--- src/rtl/vga_fb_arbiter_if.sv ---
// Host write handshake plus single-port frame-buffer RAM bus.
interface vga_fb_arbiter_if;
  logic        wr_req;
  logic [14:0] wr_addr;
  logic [2:0]  wr_data;
  logic        wr_ack;
  logic        wr_err;
  logic [14:0] ram_addr;
  logic        ram_we;
  logic [2:0]  ram_wdata;
  logic [2:0]  ram_rdata;

  // Host and RAM environment side
  modport master (
    output wr_req, wr_addr, wr_data, ram_rdata,
    input  wr_ack, wr_err, ram_addr, ram_we, ram_wdata
  );

  // Arbiter side
  modport slave (
    input  wr_req, wr_addr, wr_data, ram_rdata,
    output wr_ack, wr_err, ram_addr, ram_we, ram_wdata
  );
endinterface

--- src/rtl/vga_fb_arbiter.sv ---
// Frame-buffer RAM arbiter: display fetches own the port on their slots,
// host writes fill the remaining cycles; 4x4 upscaled pixel scan-out.
module vga_fb_arbiter (
  input  logic            clk0,
  input  logic            reset,
  input  logic [9:0]      h_cnt,
  input  logic [9:0]      v_cnt,
  vga_fb_arbiter_if.slave bus,
  output logic            rgb_r,
  output logic            rgb_g,
  output logic            rgb_b
);
  localparam int unsigned H_ACT_START = 144;
  localparam int unsigned H_ACT_END   = 784;
  localparam int unsigned V_ACT_START = 34;
  localparam int unsigned V_ACT_END   = 514;
  localparam int unsigned FB_W        = 160;
  localparam int unsigned FB_H        = 120;
  localparam int unsigned FB_WORDS    = FB_W * FB_H;
  localparam int unsigned CW          = 10;
  localparam int unsigned AW          = 15;
  localparam int unsigned DW          = 3;
  localparam int unsigned COLW        = 8;
  localparam int unsigned ROWW        = 7;

  typedef enum logic [1:0] {
    S_IDLE  = 2'd0,
    S_WRITE = 2'd1,
    S_DONE  = 2'd2
  } state_t;

  state_t          r_state;
  state_t          w_state_nxt;
  logic [AW-1:0]   r_addr;
  logic [DW-1:0]   r_data;
  logic            r_err;
  logic [DW-1:0]   r_pix;
  logic            r_slot_d;

  logic [CW-1:0]   w_h_off;
  logic [CW-1:0]   w_v_off;
  logic            w_h_fetch;
  logic            w_h_act;
  logic            w_v_act;
  logic            w_disp_slot;
  logic            w_pix_on;
  logic [COLW-1:0] w_col;
  logic [ROWW-1:0] w_row;
  logic [AW-1:0]   w_fetch_addr;

  logic            w_latch;
  logic            w_set_err;
  logic [AW-1:0]   w_ram_addr;
  logic            w_ram_we;
  logic [DW-1:0]   w_ram_wdata;

  // Fetch slot decode: every 4th cycle, 2 cycles ahead of the active window
  assign w_h_off     = h_cnt - CW'(H_ACT_START - 2);
  assign w_v_off     = v_cnt - CW'(V_ACT_START);
  assign w_h_fetch   = (h_cnt >= CW'(H_ACT_START - 2)) && (h_cnt < CW'(H_ACT_END - 2));
  assign w_h_act     = (h_cnt >= CW'(H_ACT_START)) && (h_cnt < CW'(H_ACT_END));
  assign w_v_act     = (v_cnt >= CW'(V_ACT_START)) && (v_cnt < CW'(V_ACT_END));
  assign w_disp_slot = w_h_fetch && w_v_act && (w_h_off[1:0] == 2'b00);

  // Linear fetch address row*160+col built from shifts
  assign w_col        = COLW'(w_h_off >> 2);
  assign w_row        = ROWW'(w_v_off >> 2);
  assign w_fetch_addr = (AW'(w_row) << 7) + (AW'(w_row) << 5) + AW'(w_col);

  // Host FSM next state and RAM port steering; display slot takes priority
  always_comb begin
    w_state_nxt = r_state;
    w_latch     = 1'b0;
    w_set_err   = 1'b0;
    w_ram_addr  = '0;
    w_ram_we    = 1'b0;
    w_ram_wdata = '0;

    if (w_disp_slot) begin
      w_ram_addr = w_fetch_addr;
    end

    case (r_state)
      S_IDLE: begin
        if (bus.wr_req) begin
          w_latch     = 1'b1;
          w_state_nxt = S_WRITE;
        end
      end
      S_WRITE: begin
        if (!w_disp_slot) begin
          if (r_addr < AW'(FB_WORDS)) begin
            w_ram_we    = 1'b1;
            w_ram_addr  = r_addr;
            w_ram_wdata = r_data;
          end else begin
            w_set_err = 1'b1;
          end
          w_state_nxt = S_DONE;
        end
      end
      S_DONE: begin
        w_state_nxt = S_IDLE;
      end
      default: begin
        w_state_nxt = S_IDLE;
      end
    endcase
  end

  // Host FSM state register
  always_ff @(posedge clk0 or negedge reset) begin
    if (!reset) begin
      r_state <= S_IDLE;
    end else begin
      r_state <= w_state_nxt;
    end
  end

  // Latched host request and out-of-range flag
  always_ff @(posedge clk0 or negedge reset) begin
    if (!reset) begin
      r_addr <= '0;
      r_data <= '0;
      r_err  <= 1'b0;
    end else if (w_latch) begin
      r_addr <= bus.wr_addr;
      r_data <= bus.wr_data;
      r_err  <= 1'b0;
    end else if (w_set_err) begin
      r_err  <= 1'b1;
    end
  end

  // Capture fetched word one cycle after its slot (synchronous RAM read)
  always_ff @(posedge clk0 or negedge reset) begin
    if (!reset) begin
      r_slot_d <= 1'b0;
      r_pix    <= '0;
    end else begin
      r_slot_d <= w_disp_slot;
      if (r_slot_d) begin
        r_pix <= bus.ram_rdata;
      end
    end
  end

  assign bus.ram_addr  = w_ram_addr;
  assign bus.ram_we    = w_ram_we;
  assign bus.ram_wdata = w_ram_wdata;
  assign bus.wr_ack    = (r_state == S_DONE);
  assign bus.wr_err    = (r_state == S_DONE) && r_err;

  // Blank pixels outside the active window
  assign w_pix_on = w_h_act && w_v_act;
  assign rgb_r    = w_pix_on & r_pix[2];
  assign rgb_g    = w_pix_on & r_pix[1];
  assign rgb_b    = w_pix_on & r_pix[0];

  // Host writes must never share a cycle with a display fetch
  assert property (@(posedge clk0) disable iff (!reset) !(w_ram_we && w_disp_slot));

endmodule

--- src/flat_wrapper.sv ---
// flat-port wrapper written by rule: the top's interface ports become plain ports
module vga_fb_arbiter_flat 
  (clk0, reset, h_cnt, v_cnt, rgb_r, rgb_g, rgb_b, bus_wr_req, bus_wr_addr, bus_wr_data, bus_ram_rdata, bus_wr_ack, bus_wr_err, bus_ram_addr, bus_ram_we, bus_ram_wdata);
  vga_fb_arbiter_if bus_i ();
  input  logic clk0;
  input  logic reset;
  input  logic [9:0] h_cnt;
  input  logic [9:0] v_cnt;
  output logic rgb_r;
  output logic rgb_g;
  output logic rgb_b;
  input wire logic [$bits(bus_i.wr_req)-1:0] bus_wr_req;
  input wire logic [$bits(bus_i.wr_addr)-1:0] bus_wr_addr;
  input wire logic [$bits(bus_i.wr_data)-1:0] bus_wr_data;
  input wire logic [$bits(bus_i.ram_rdata)-1:0] bus_ram_rdata;
  output wire logic [$bits(bus_i.wr_ack)-1:0] bus_wr_ack;
  output wire logic [$bits(bus_i.wr_err)-1:0] bus_wr_err;
  output wire logic [$bits(bus_i.ram_addr)-1:0] bus_ram_addr;
  output wire logic [$bits(bus_i.ram_we)-1:0] bus_ram_we;
  output wire logic [$bits(bus_i.ram_wdata)-1:0] bus_ram_wdata;
  assign bus_i.wr_req = bus_wr_req;
  assign bus_i.wr_addr = bus_wr_addr;
  assign bus_i.wr_data = bus_wr_data;
  assign bus_i.ram_rdata = bus_ram_rdata;
  assign bus_wr_ack = bus_i.wr_ack;
  assign bus_wr_err = bus_i.wr_err;
  assign bus_ram_addr = bus_i.ram_addr;
  assign bus_ram_we = bus_i.ram_we;
  assign bus_ram_wdata = bus_i.ram_wdata;
  vga_fb_arbiter u_core (.clk0(clk0), .reset(reset), .h_cnt(h_cnt), .v_cnt(v_cnt), .bus(bus_i), .rgb_r(rgb_r), .rgb_g(rgb_g), .rgb_b(rgb_b));
endmodule
--- config.mk ---
export PLATFORM = sky130hd
export DESIGN_NAME = vga_fb_arbiter_flat
export DESIGN_NICKNAME = d
export VERILOG_FILES = /design/src/rtl/vga_fb_arbiter_if.sv /design/src/rtl/vga_fb_arbiter.sv /design/src/flat_wrapper.sv
export SDC_FILE = /design/constraint.sdc
export NUM_CORES = 1
export LEC_CHECK = 0
export BUFFER_PORTS_ARGS = -buffer_cell sky130_fd_sc_hd__buf_2
export CAP_MARGIN = 20
export CELL_PAD_IN_SITES_DETAIL_PLACEMENT = 1
export CELL_PAD_IN_SITES_GLOBAL_PLACEMENT = 2
export CORE_ASPECT_RATIO = 1.4
export CORE_MARGIN = 5
export CORE_UTILIZATION = 32
export DETAILED_ROUTE_END_ITERATION = 10
export PLACE_DENSITY = 0.95
export SLEW_MARGIN = 40
export SYNTH_ARGS = -nofsm -noshare
export SYNTH_HDL_FRONTEND = slang
export SYNTH_SLANG_ARGS = --single-unit
--- constraint.sdc ---
create_clock -name clk0 -period 10.4 [get_ports clk0]
set_clock_uncertainty 0.1 [all_clocks]
set_input_delay 1.04 -clock clk0 [delete_from_list [all_inputs] [get_ports clk0]]
set_output_delay 1.04 -clock clk0 [all_outputs]
set_load 0.01 [all_outputs]
==> flow_metrics.py, run 1 <==
metrics = {
    "global_routing": {
        "grt_max_degree": 26,
        "grt_overflow": 0,
        "grt_pass1_wl_um": 8976,
        "grt_pass1_vias": 1945,
        "track_usage": 0.1316,
        "antenna_found_initial": 0,
    },
    "placed_design": {
        "place_ws_ns": 5.111,
        "dp_hpwl_um": 4440,
        "postPlaceCellArea_sq_um": 2436,
        "io_buffers": 67,
        "routabilityCongestion": 0.7629,
    },
    "setup_path": {
        "worstReg2RegEnd": "u_core.r_addr[9]$_DFFE_PN0P_",
        "cp_max_fo": 5,
        "cp-start-kind": "primary input",
        "slowest_delay_ns": 0.55,
        "cp.required_ns": 9.26,
        "rrSetupSlack_ns": 8.92,
        "slowest_stage": "fa_1",
        "crit_end": "bus_ram_addr[11]",
        "crit_chain": "buf_2 -> or3_4 -> a21o_1 -> a21oi_1 -> xnor2_1 -> fa_1 -> inv_1 -> ha_1 -> a211oi_1 -> o21ai_0 -> a21oi_1 -> xor2_1 -> mux2i_1 -> buf_2",
        "critPathKind": "in -> out",
        "reg2reg_from": "u_core.r_state[1]$_DFFE_PN0P_",
        "critPathArrivalTime_ns": 4.13,
        "crit_cells": 14,
        "critPathLaunch": "h_cnt[4]",
        "cp_top_family": "compound AO/OA/AOI/OAI gates",
        "path_buf_inv": 3,
        "rr_worst_depth": 3,
        "worst_setup_path_end_kind": "primary output",
    },
    "synth": {
        "synthesis.area_sq_um": 2021,
        "yosysTopAreaCell": "dfrtp_1",
        "yosysUniqueCellTypes": 42,
        "yosys.area.top_type_share": 0.3096,
        "syn_avg_cell_area_sq_um": 9.577,
        "synth_fp_nets": 273,
        "yosysWarnings": 0,
        "synth_seq_cells": 25,
        "synthArstFlopShare": 1.000,
        "synthCells": 211,
        "yosysMostFrequentCell": "dfrtp_1",
        "synth_common_cells": "dfrtp_1, nand2_1, inv_1, mux2_2, ha_1",
        "ys_seq_area_frac": 0.3096,
        "synth_ff_type": "dfrtp_1",
        "synth_area_leaders": "dfrtp_1, ha_1, mux2_2",
        "synth_edf_count": 0,
    },
    "clock_network": {
        "postCtsSetupBuffers": 0,
        "cts_root_buf": "clkbuf_8",
        "numCtsBuffers": 3,
        "clockBufferDepth": 2,
        "cts_tree": "yes",
        "htreeDepth": 1,
        "cts-resized-gates": 0,
        "cts_hold_buf": 0,
        "cts.clk_slew.worst_paths_ns": 0.08,
        "worstSkewPairLatency_ns": 0.27,
        "clock_sinks": 25,
    },
    "floorplanning": {
        "die_w_um": 77.16,
        "die-area_sq_um": 8027,
        "start_util": 0.3276,
        "core_area_sq_um": 6168,
        "die_h_um": 104.0,
        "rows": 34,
        "io_pins": 68,
    },
    "timing": {
        "min_period_ns": 5.266,
        "max-slew-margin-rel": 0.5446,
        "slew_violations": 0,
        "fmax_ghz": 0.1899,
        "finalSetupTns_ns": 0,
        "setup_viol": 0,
        "rsz0062_at_grt": "no",
        "setup_ws_ns": 5.134,
        "worstMarginPinSlew_ns": 0.6831,
        "finalHoldViolations": 0,
        "fin_crit_sh": 0.5063,
    },
    "power_and_ir_drop": {
        "power_uw": 367.8,
        "combPwrFrac": 0.456,
        "intPower_uw": 232.6,
        "seqPwrFrac": 0.388,
        "power.share.clock": 0.156,
        "switchingPower_uw": 135.2,
        "p_leak_nw": 1.226,
        "power_density_nw_per_um2": 148.3,
        "ir_drop_mv": 0.1062,
        "sw_frac_of_total": 0.3677,
    },
    "status": {
        "status": "complete, no violations",
    },
    "route": {
        "ant_nets": 0,
        "drt_iter0_markers": 49,
        "routed.top_layer": "met4",
        "met3_length_um": 159,
        "wl_met2_um": 2795,
        "drc": 0,
        "wire_per_inst_um": 14.92,
        "vias": 1767,
        "drt_wl_total_um": 5238,
        "via_per_inst": 5.034,
        "m1WireLength_um": 2153,
        "dr.pass1.iters": 4,
    },
    "layout": {
        "drive_gt1_frac": 0.3513,
        "antenna_cells": 0,
        "nets": 342,
        "final_util": 0.4022,
        "design_area_sq_um": 2481,
        "syn_to_final_growth_pct": 22.79,
    },
    "hold_path": {
        "min_path_type": "reg -> reg",
    },
    "job": {
        "cap_violations": 0,
    },
}
## layer usage
metal	vias to the layer above	GRT usage
met4	0	0.04914
li1	870	-
met1	851	0.1564
met3	8	0.01646
met2	38	0.2361
met5	-	0
## state kept, by name (all words and copies together), names as in the netlist
register,cells
u_core.r_addr,15
u_core.r_data,3
u_core.r_err,1
u_core.r_slot_d,1
u_core.r_state,2
u_core.r_pix,3
## power groups by stage
stage / clock network, mW / logic (mW) / registers (mW)
2_1_floorplan: 0 / 0.116 / 0.139
3_3_place_gp: 0 / 0.164 / 0.143
3_5_place_dp: 0 / 0.170 / 0.145
4_1_cts: 0.0594 / 0.171 / 0.143
5_1_grt: 0.0620 / 0.188 / 0.147
6_report: 0.0574 / 0.168 / 0.143
## cells by family (layout without fill, tap and decap cells)
logic type,Yosys count,count (layout),synth area share
xor+xnor,17,17,0.07368
mux,32,32,0.1697
fa+ha+maj,18,18,0.1189
flops,25,25,0.3096
compound gates,38,38,0.1338
buf+inv,23,91,0.05015
simple gates,58,58,0.1443
## worst min path at each step
| stage | start | end | slack, ns | depth (start not counted) |
|---|---|---|---|---|
| after floorplan | u_core.r_data[0]$_DFFE_PN0P_ | u_core.r_data[0]$_DFFE_PN0P_ | 0.37 | 1 |
| after global placement | u_core.r_data[1]$_DFFE_PN0P_ | u_core.r_data[1]$_DFFE_PN0P_ | 0.38 | 1 |
| after detailed placement | u_core.r_data[0]$_DFFE_PN0P_ | u_core.r_data[0]$_DFFE_PN0P_ | 0.39 | 1 |
| after CTS | u_core.r_data[0]$_DFFE_PN0P_ | u_core.r_data[0]$_DFFE_PN0P_ | 0.41 | 1 |
| after global routing | u_core.r_data[0]$_DFFE_PN0P_ | u_core.r_data[0]$_DFFE_PN0P_ | 0.42 | 1 |
| final | u_core.r_data[0]$_DFFE_PN0P_ | u_core.r_data[0]$_DFFE_PN0P_ | 0.41 | 1 |
## per-stage QoR
stage | hold slack [ns] | cells
floorplan | 0.3734 | 211
global placement | 0.3824 | 347
detailed placement | 0.3894 | 347
CTS | 0.4092 | 351
global route | 0.4228 | 351
finish | 0.4056 | 351
## cell type report
class                   instances  area (sq um)
clock buffers                   4         45.04
inverters                      18         67.56
multi-input cells             163          1303
fillers                       732          3687
flip-flops and latches         25         625.6
well taps                      72         90.09
repair buffers                 69         350.3
## cells in the final DEF, fill, tap and decap left out, types with 4 or more instances in the layout
| cell | netlist | final |
|---|---|---|
| a21o_1 | 5 | 5 |
| a21oi_1 | 9 | 8 |
| buf_2 | 0 | 67 |
| dfrtp_1 | 25 | 25 |
| ha_1 | 16 | 16 |
| inv_1 | 17 | 17 |
| mux2_2 | 17 | 17 |
| mux2i_1 | 14 | 14 |
| nand2_1 | 22 | 22 |
| nor2_1 | 11 | 11 |
| nor2b_1 | 4 | 4 |
| o21ai_0 | 11 | 11 |
| xnor2_1 | 5 | 5 |
| xor2_1 | 12 | 12 |
## worst register-to-register path, delay by kind of cell (launching register included)
family	cells	cell delay [ns]
simple gates	1	0.19
mux	1	0.38
buf+inv	1	0.29
flops	1	0.41
Note: power is estimated with default switching activity, not from simulation.
==> run 2: changes to the inputs <==
Settings changed: CORE_UTILIZATION 32 to 27, PLACE_DENSITY 0.95 to 0.86.
Clock period 10.4 ns to 4.25 ns, I/O delays scaled along.
==> run 2 against run 1 <==
Die area is 16% higher. Cell area is 1.4% higher. Core utilization is 5.8 points lower. Global-route usage is 1.7 points lower. First-iteration DRC count is 2.0% lower. Sequential power is 140% higher. Power is 140% higher. Clock power is 140% higher. Sequential share of layout area is 0.35 points lower. Non-clock buffer count is 1 higher. Critical path depth is 1 lower. Register-to-register slack worse by 6.2 ns. Largest cell class unchanged. Largest power group unchanged.
==> flow_metrics.py, run 2 (synthesized netlist as in run 1, its figures left out) <==
metrics = {
    "route": {
        "m1WireLength_um": 2205,
        "drt_wl_total_um": 5164,
        "drt_iter0_markers": 48,
        "wire_per_inst_um": 13.70,
        "routed.top_layer": "met4",
        "wl_met2_um": 2723,
        "dr.pass1.iters": 4,
        "met3_length_um": 166,
        "drc": 0,
        "vias": 1702,
        "via_per_inst": 4.515,
        "ant_nets": 0,
    },
    "floorplanning": {
        "die_w_um": 83.12,
        "start_util": 0.2763,
        "io_pins": 68,
        "core_area_sq_um": 7315,
        "rows": 37,
        "die_h_um": 112.4,
        "die-area_sq_um": 9339,
    },
    "setup_path": {
        "cp.required_ns": 3.72,
        "critPathArrivalTime_ns": 3.52,
        "slowest_stage": "fa_1",
        "crit_chain": "buf_2 -> or3_4 -> a21o_1 -> a21oi_1 -> xnor2_1 -> fa_1 -> fa_1 -> nor2b_1 -> o31ai_1 -> a21oi_1 -> a21oi_1 -> mux2_1 -> buf_2",
        "cp_max_fo": 5,
        "cpMostUsedCell": "a21oi_1",
        "slowest_delay_ns": 0.49,
        "cp-start-kind": "primary input",
        "critPathKind": "in -> out",
        "worst_setup_path_end_kind": "primary output",
    },
    "power_and_ir_drop": {
        "combPwrFrac": 0.456,
        "power.share.clock": 0.153,
        "switchingPower_uw": 322.0,
        "power_uw": 892.8,
        "p_leak_nw": 1.232,
        "intPower_uw": 570.8,
        "power_density_nw_per_um2": 354.8,
        "seqPwrFrac": 0.392,
        "sw_frac_of_total": 0.3606,
        "ir_drop_mv": 0.2016,
    },
    "clock_network": {
        "htreeDepth": 1,
        "cts_tree": "yes",
        "numCtsBuffers": 3,
        "cts.clk_slew.worst_paths_ns": 0.08,
        "worstSkewPairLatency_ns": 0.27,
        "postCtsSetupBuffers": 0,
        "clock_sinks": 25,
        "cts-resized-gates": 0,
        "cts_root_buf": "clkbuf_8",
        "clockBufferDepth": 2,
        "cts_hold_buf": 0,
    },
    "timing": {
        "finalHoldViolations": 0,
        "worstMarginPinSlew_ns": 0.5538,
        "holdWs_ns": 0.03461,
        "fmax_ghz": 0.2474,
        "slew_violations": 0,
        "min_period_ns": 4.042,
        "fin_crit_sh": 0.9511,
        "finalSetupTns_ns": 0,
        "rsz0062_at_grt": "no",
        "setup_ws_ns": 0.2076,
        "max-slew-margin-rel": 0.6308,
        "setup_viol": 0,
    },
    "layout": {
        "final_util": 0.3440,
        "fill_cells": 933,
        "final_common_cell": "buf_2",
        "final_cell_mix": "buf_2, dfrtp_1, nand2_1",
        "largest_reg_flops": 15,
        "nets": 343,
        "antenna_cells": 0,
        "top_regs": "u_core.r_addr: 15 flops, u_core.r_data: 3 flops, u_core.r_pix: 3 flops",
        "max_flop_register": "u_core.r_addr",
        "drive_gt1_frac": 0.3500,
        "design_area_sq_um": 2516,
        "stdcell_count": 377,
        "syn_to_final_growth_pct": 24.52,
    },
    "global_routing": {
        "grt_overflow": 0,
        "grt_pass1_vias": 1894,
        "grt_max_degree": 26,
        "antenna_found_initial": 0,
        "grt_pass1_wl_um": 8928,
        "track_usage": 0.1142,
    },
    "hold_path": {
        "min_path_type": "in -> async",
    },
    "status": {
        "status": "complete, no violations",
    },
    "placed_design": {
        "placed_cells": 373,
        "dp_hpwl_um": 4369,
        "io_buffers": 67,
        "postPlaceCellArea_sq_um": 2471,
        "routabilityCongestion": 0.8033,
        "place_ws_ns": 0.1910,
    },
    "job": {
        "cap_violations": 0,
    },
}
## run 2: cell types whose count changed in the layout (fill, tap and decap cells not counted)
cell	change
a21oi_2	-1
buf_4	+1
a21oi_1	+1
## run 2: area by class of cell
type / count / area [sq um] / share of cell area
Timing Repair Buffer: 70 / 357.8 / 0.1422
Inverter: 18 / 67.56 / 0.02685
Clock buffer: 4 / 45.04 / 0.01790
Tap cell: 97 / 121.4 / 0.04823
Sequential cell: 25 / 625.6 / 0.2486
Multi-Input combinational cell: 163 / 1299 / 0.5162
## run 2: critical path, delay by kind of cell
family	cells	cell delay [ns]
AOI/OAI and AO/OA	5	0.78
xor gates and xnor gates	1	0.16
adders and majority gates	2	0.96
buffers and inverters	2	0.27
muxes	1	0.30
and+or+nand+nor	2	0.63
## run 2: worst paths after layout
check / start / to / slack [ns] / cells after the start
hold / removal: reset / u_core.r_data[1]$_DFFE_PN0P_ / 0.03 / 1
setup reg to reg: u_core.r_state[1]$_DFFE_PN0P_ / u_core.r_addr[8]$_DFFE_PN0P_ / 2.76 / 3
min in group clk0: bus_ram_rdata[1] / u_core.r_pix[1]$_DFFE_PN0P_ / 0.26 / 3
max in group asynchronous: reset / u_core.r_addr[1]$_DFFE_PN0P_ / 3.64 / 1
setup / recovery: h_cnt[4] / bus_ram_addr[12] / 0.21 / 13
hold reg to reg: u_core.r_data[1]$_DFFE_PN0P_ / u_core.r_data[1]$_DFFE_PN0P_ / 0.41 / 1
## run 2: per-layer routing
layer / up-vias / global-route usage
li1: 870 / -
met1: 793 / 0.1358
met2: 34 / 0.2115
met3: 5 / 0.01395
met4: 0 / 0.03599
met5: - / 0
## run 2: power groups by stage
| stage | combinational [mW] | clock [mW] | sequential (mW) |
|---|---|---|---|
| floorplan | 0.283 | 0 | 0.340 |
| global placement | 0.407 | 0 | 0.351 |
| detailed placement | 0.416 | 0 | 0.355 |
| CTS | 0.418 | 0.149 | 0.350 |
| global route | 0.465 | 0.154 | 0.361 |
| finish | 0.407 | 0.136 | 0.350 |
==> run 3: changes to the inputs <==
Settings changed: BUFFER_PORTS_ARGS -buffer_cell sky130_fd_sc_hd__buf_2 to -buffer_cell sky130_fd_sc_hd__buf_4, REMOVE_ABC_BUFFERS from default to 1.
==> run 3 against run 2 <==
Core utilization is 2.4 points higher. Sequential share of layout area is 1.7 points lower. Critical path depth stayed put. First-iteration DRC count is 27% higher. Clock-buffer cell count is 1 lower. Sequential power hardly changed. Cell area is 7.1% higher. Sequential cell count stayed put. Via count is 2.2% higher. Critical path type unchanged. Largest power group unchanged.
==> flow_metrics.py, run 3 (synthesized netlist as in run 1, its figures left out) <==
metrics = {
    "setup_path": {
        "cpMostUsedCell": "a21oi_1",
        "cp.required_ns": 3.72,
        "rr_worst_depth": 3,
        "cp_max_fo": 5,
        "rrSetupSlack_ns": 2.76,
        "cp-start-kind": "primary input",
        "slowest_delay_ns": 0.48,
        "slowest_stage": "fa_1",
        "critPathKind": "in -> out",
        "reg2reg_from": "u_core.r_state[1]$_DFFE_PN0P_",
        "crit_chain": "buf_4 -> or3_4 -> a21o_1 -> a21oi_1 -> xnor2_1 -> fa_1 -> fa_1 -> nor2b_1 -> o31ai_1 -> a21oi_1 -> a21oi_1 -> mux2_1 -> buf_4",
        "worst_setup_path_end_kind": "primary output",
        "worstReg2RegEnd": "u_core.r_addr[10]$_DFFE_PN0P_",
        "critPathArrivalTime_ns": 3.49,
    },
    "route": {
        "drc": 0,
        "dr.pass1.iters": 6,
        "ant_nets": 0,
        "vias": 1739,
        "drt_wl_total_um": 5398,
        "drt_iter0_markers": 61,
        "via_per_inst": 4.601,
        "wire_per_inst_um": 14.28,
    },
    "layout": {
        "final_cell_mix": "buf_4, dfrtp_1, nand2_1",
        "final_util": 0.3685,
        "stdcell_count": 378,
        "antenna_cells": 0,
        "drive_gt1_frac": 0.3523,
        "fill_cells": 902,
        "final_common_cell": "buf_4",
        "multi_input_area_sq_um": 1299,
        "top_regs": "u_core.r_addr: 15 flops, u_core.r_data: 3 flops, u_core.r_pix: 3 flops",
        "design_area_sq_um": 2695,
        "largest_reg_flops": 15,
        "nets": 344,
        "regArea_sq_um": 625.6,
        "syn_to_final_growth_pct": 33.37,
        "max_flop_register": "u_core.r_addr",
    },
    "timing": {
        "fin_crit_sh": 0.9442,
        "min_period_ns": 4.013,
        "setup_viol": 0,
        "worstMarginPinSlew_ns": 0.5698,
        "finalHoldViolations": 0,
        "fmax_ghz": 0.2492,
        "slew_violations": 0,
        "finalSetupTns_ns": 0,
        "rsz0062_at_grt": "no",
        "setup_ws_ns": 0.2371,
        "max-slew-margin-rel": 0.6201,
        "holdWs_ns": 0.2632,
    },
    "global_routing": {
        "grt_overflow": 0,
        "track_usage": 0.1180,
        "grt_pass1_wl_um": 9349,
        "grt_max_degree": 26,
        "grt_pass1_vias": 1974,
        "antenna_found_initial": 0,
    },
    "placed_design": {
        "placed_cells": 373,
        "routabilityCongestion": 0.7638,
        "postPlaceCellArea_sq_um": 2639,
        "place_ws_ns": 0.2032,
        "io_buffers": 67,
        "dp_hpwl_um": 4635,
    },
    "clock_network": {
        "cts_tree": "yes",
        "clock_sinks": 25,
        "worstSkewPairLatency_ns": 0.26,
        "clockBufferDepth": 2,
        "cts.clk_slew.worst_paths_ns": 0.08,
        "cts_root_buf": "clkbuf_8",
        "numCtsBuffers": 3,
        "htreeDepth": 1,
        "cts-resized-gates": 0,
    },
    "power_and_ir_drop": {
        "power_uw": 929.5,
        "ir_drop_mv": 0.3204,
        "power_density_nw_per_um2": 344.9,
        "p_leak_nw": 1.278,
    },
    "floorplanning": {
        "io_pins": 68,
        "start_util": 0.2763,
        "rows": 37,
        "core_area_sq_um": 7315,
        "die_w_um": 83.12,
        "die-area_sq_um": 9339,
        "die_h_um": 112.4,
    },
    "status": {
        "status": "complete, no violations",
    },
    "hold_path": {
        "whs_path_depth": 3,
        "worstHoldStart": "bus_ram_rdata[1]",
        "hold-path-endpoint": "u_core.r_pix[1]$_DFFE_PN0P_",
        "min_path_type": "in -> reg",
    },
    "job": {
        "cap_violations": 0,
    },
}
==> run 3: cell count changes in the layout (fill, tap and decap cells not counted), sizes merged <==
cell,previous run,this run
clkbuf,4,3
clkinv,0,1
dlygate4sd3,0,1
==> run 3: worst max-delay path, delay by kind of cell <==
kind / cells / cell delay [ns]
adder cells (fa/ha/maj): 2 / 0.96
AO/OA/AOI/OAI: 5 / 0.76
AND/OR/NAND/NOR: 2 / 0.62
multiplexers: 1 / 0.30
buffers and inverters: 2 / 0.28
XOR/XNOR: 1 / 0.15
==> run 3: cell type report <==
class | count | area share
multi-input cells | 163 | 0.4819
flip-flops and latches | 25 | 0.2321
repair buffers | 71 | 0.1987
clock buffers | 3 | 0.01532
inverters | 18 | 0.02507
clock inverters | 1 | 0.001857
well taps | 97 | 0.04503
==> run 3: how the worst max path moves through the flow <==
stage,startpoint,to,depth (start not counted)
2_1_floorplan,h_cnt[4],bus_ram_addr[12],11
3_3_place_gp,h_cnt[4],bus_ram_addr[12],13
3_5_place_dp,h_cnt[4],bus_ram_addr[12],13
4_1_cts,h_cnt[4],bus_ram_addr[12],13
5_1_grt,h_cnt[4],bus_ram_addr[14],13
6_report,h_cnt[4],bus_ram_addr[12],13
==> run 3: what timing repair did <==
| action | 4_1_cts | 5_1_grt |
|---|---|---|
| hold buffers | 1 | 0 |
| buffers inserted | 0 | 0 |
| hold endpoints to repair | 25 | 0 |
==> run 3: routing by layer <==
layer  wire length [um]  vias to the layer above  global-route usage
li1                   -                      876                   -
met2               2984                       30              0.2313
met3                201                        2             0.02203
met4                 31                        0             0.02290
met5                  0                        -                   0
met1               2181                      831              0.1309
==> run 3: report_power, final <==
part | internal (mW) | total, mW | switching (mW)
Sequential | 0.308 | 0.349 | 0.0409
Combinational | 0.227 | 0.445 | 0.217
Clock | 0.0654 | 0.136 | 0.0711
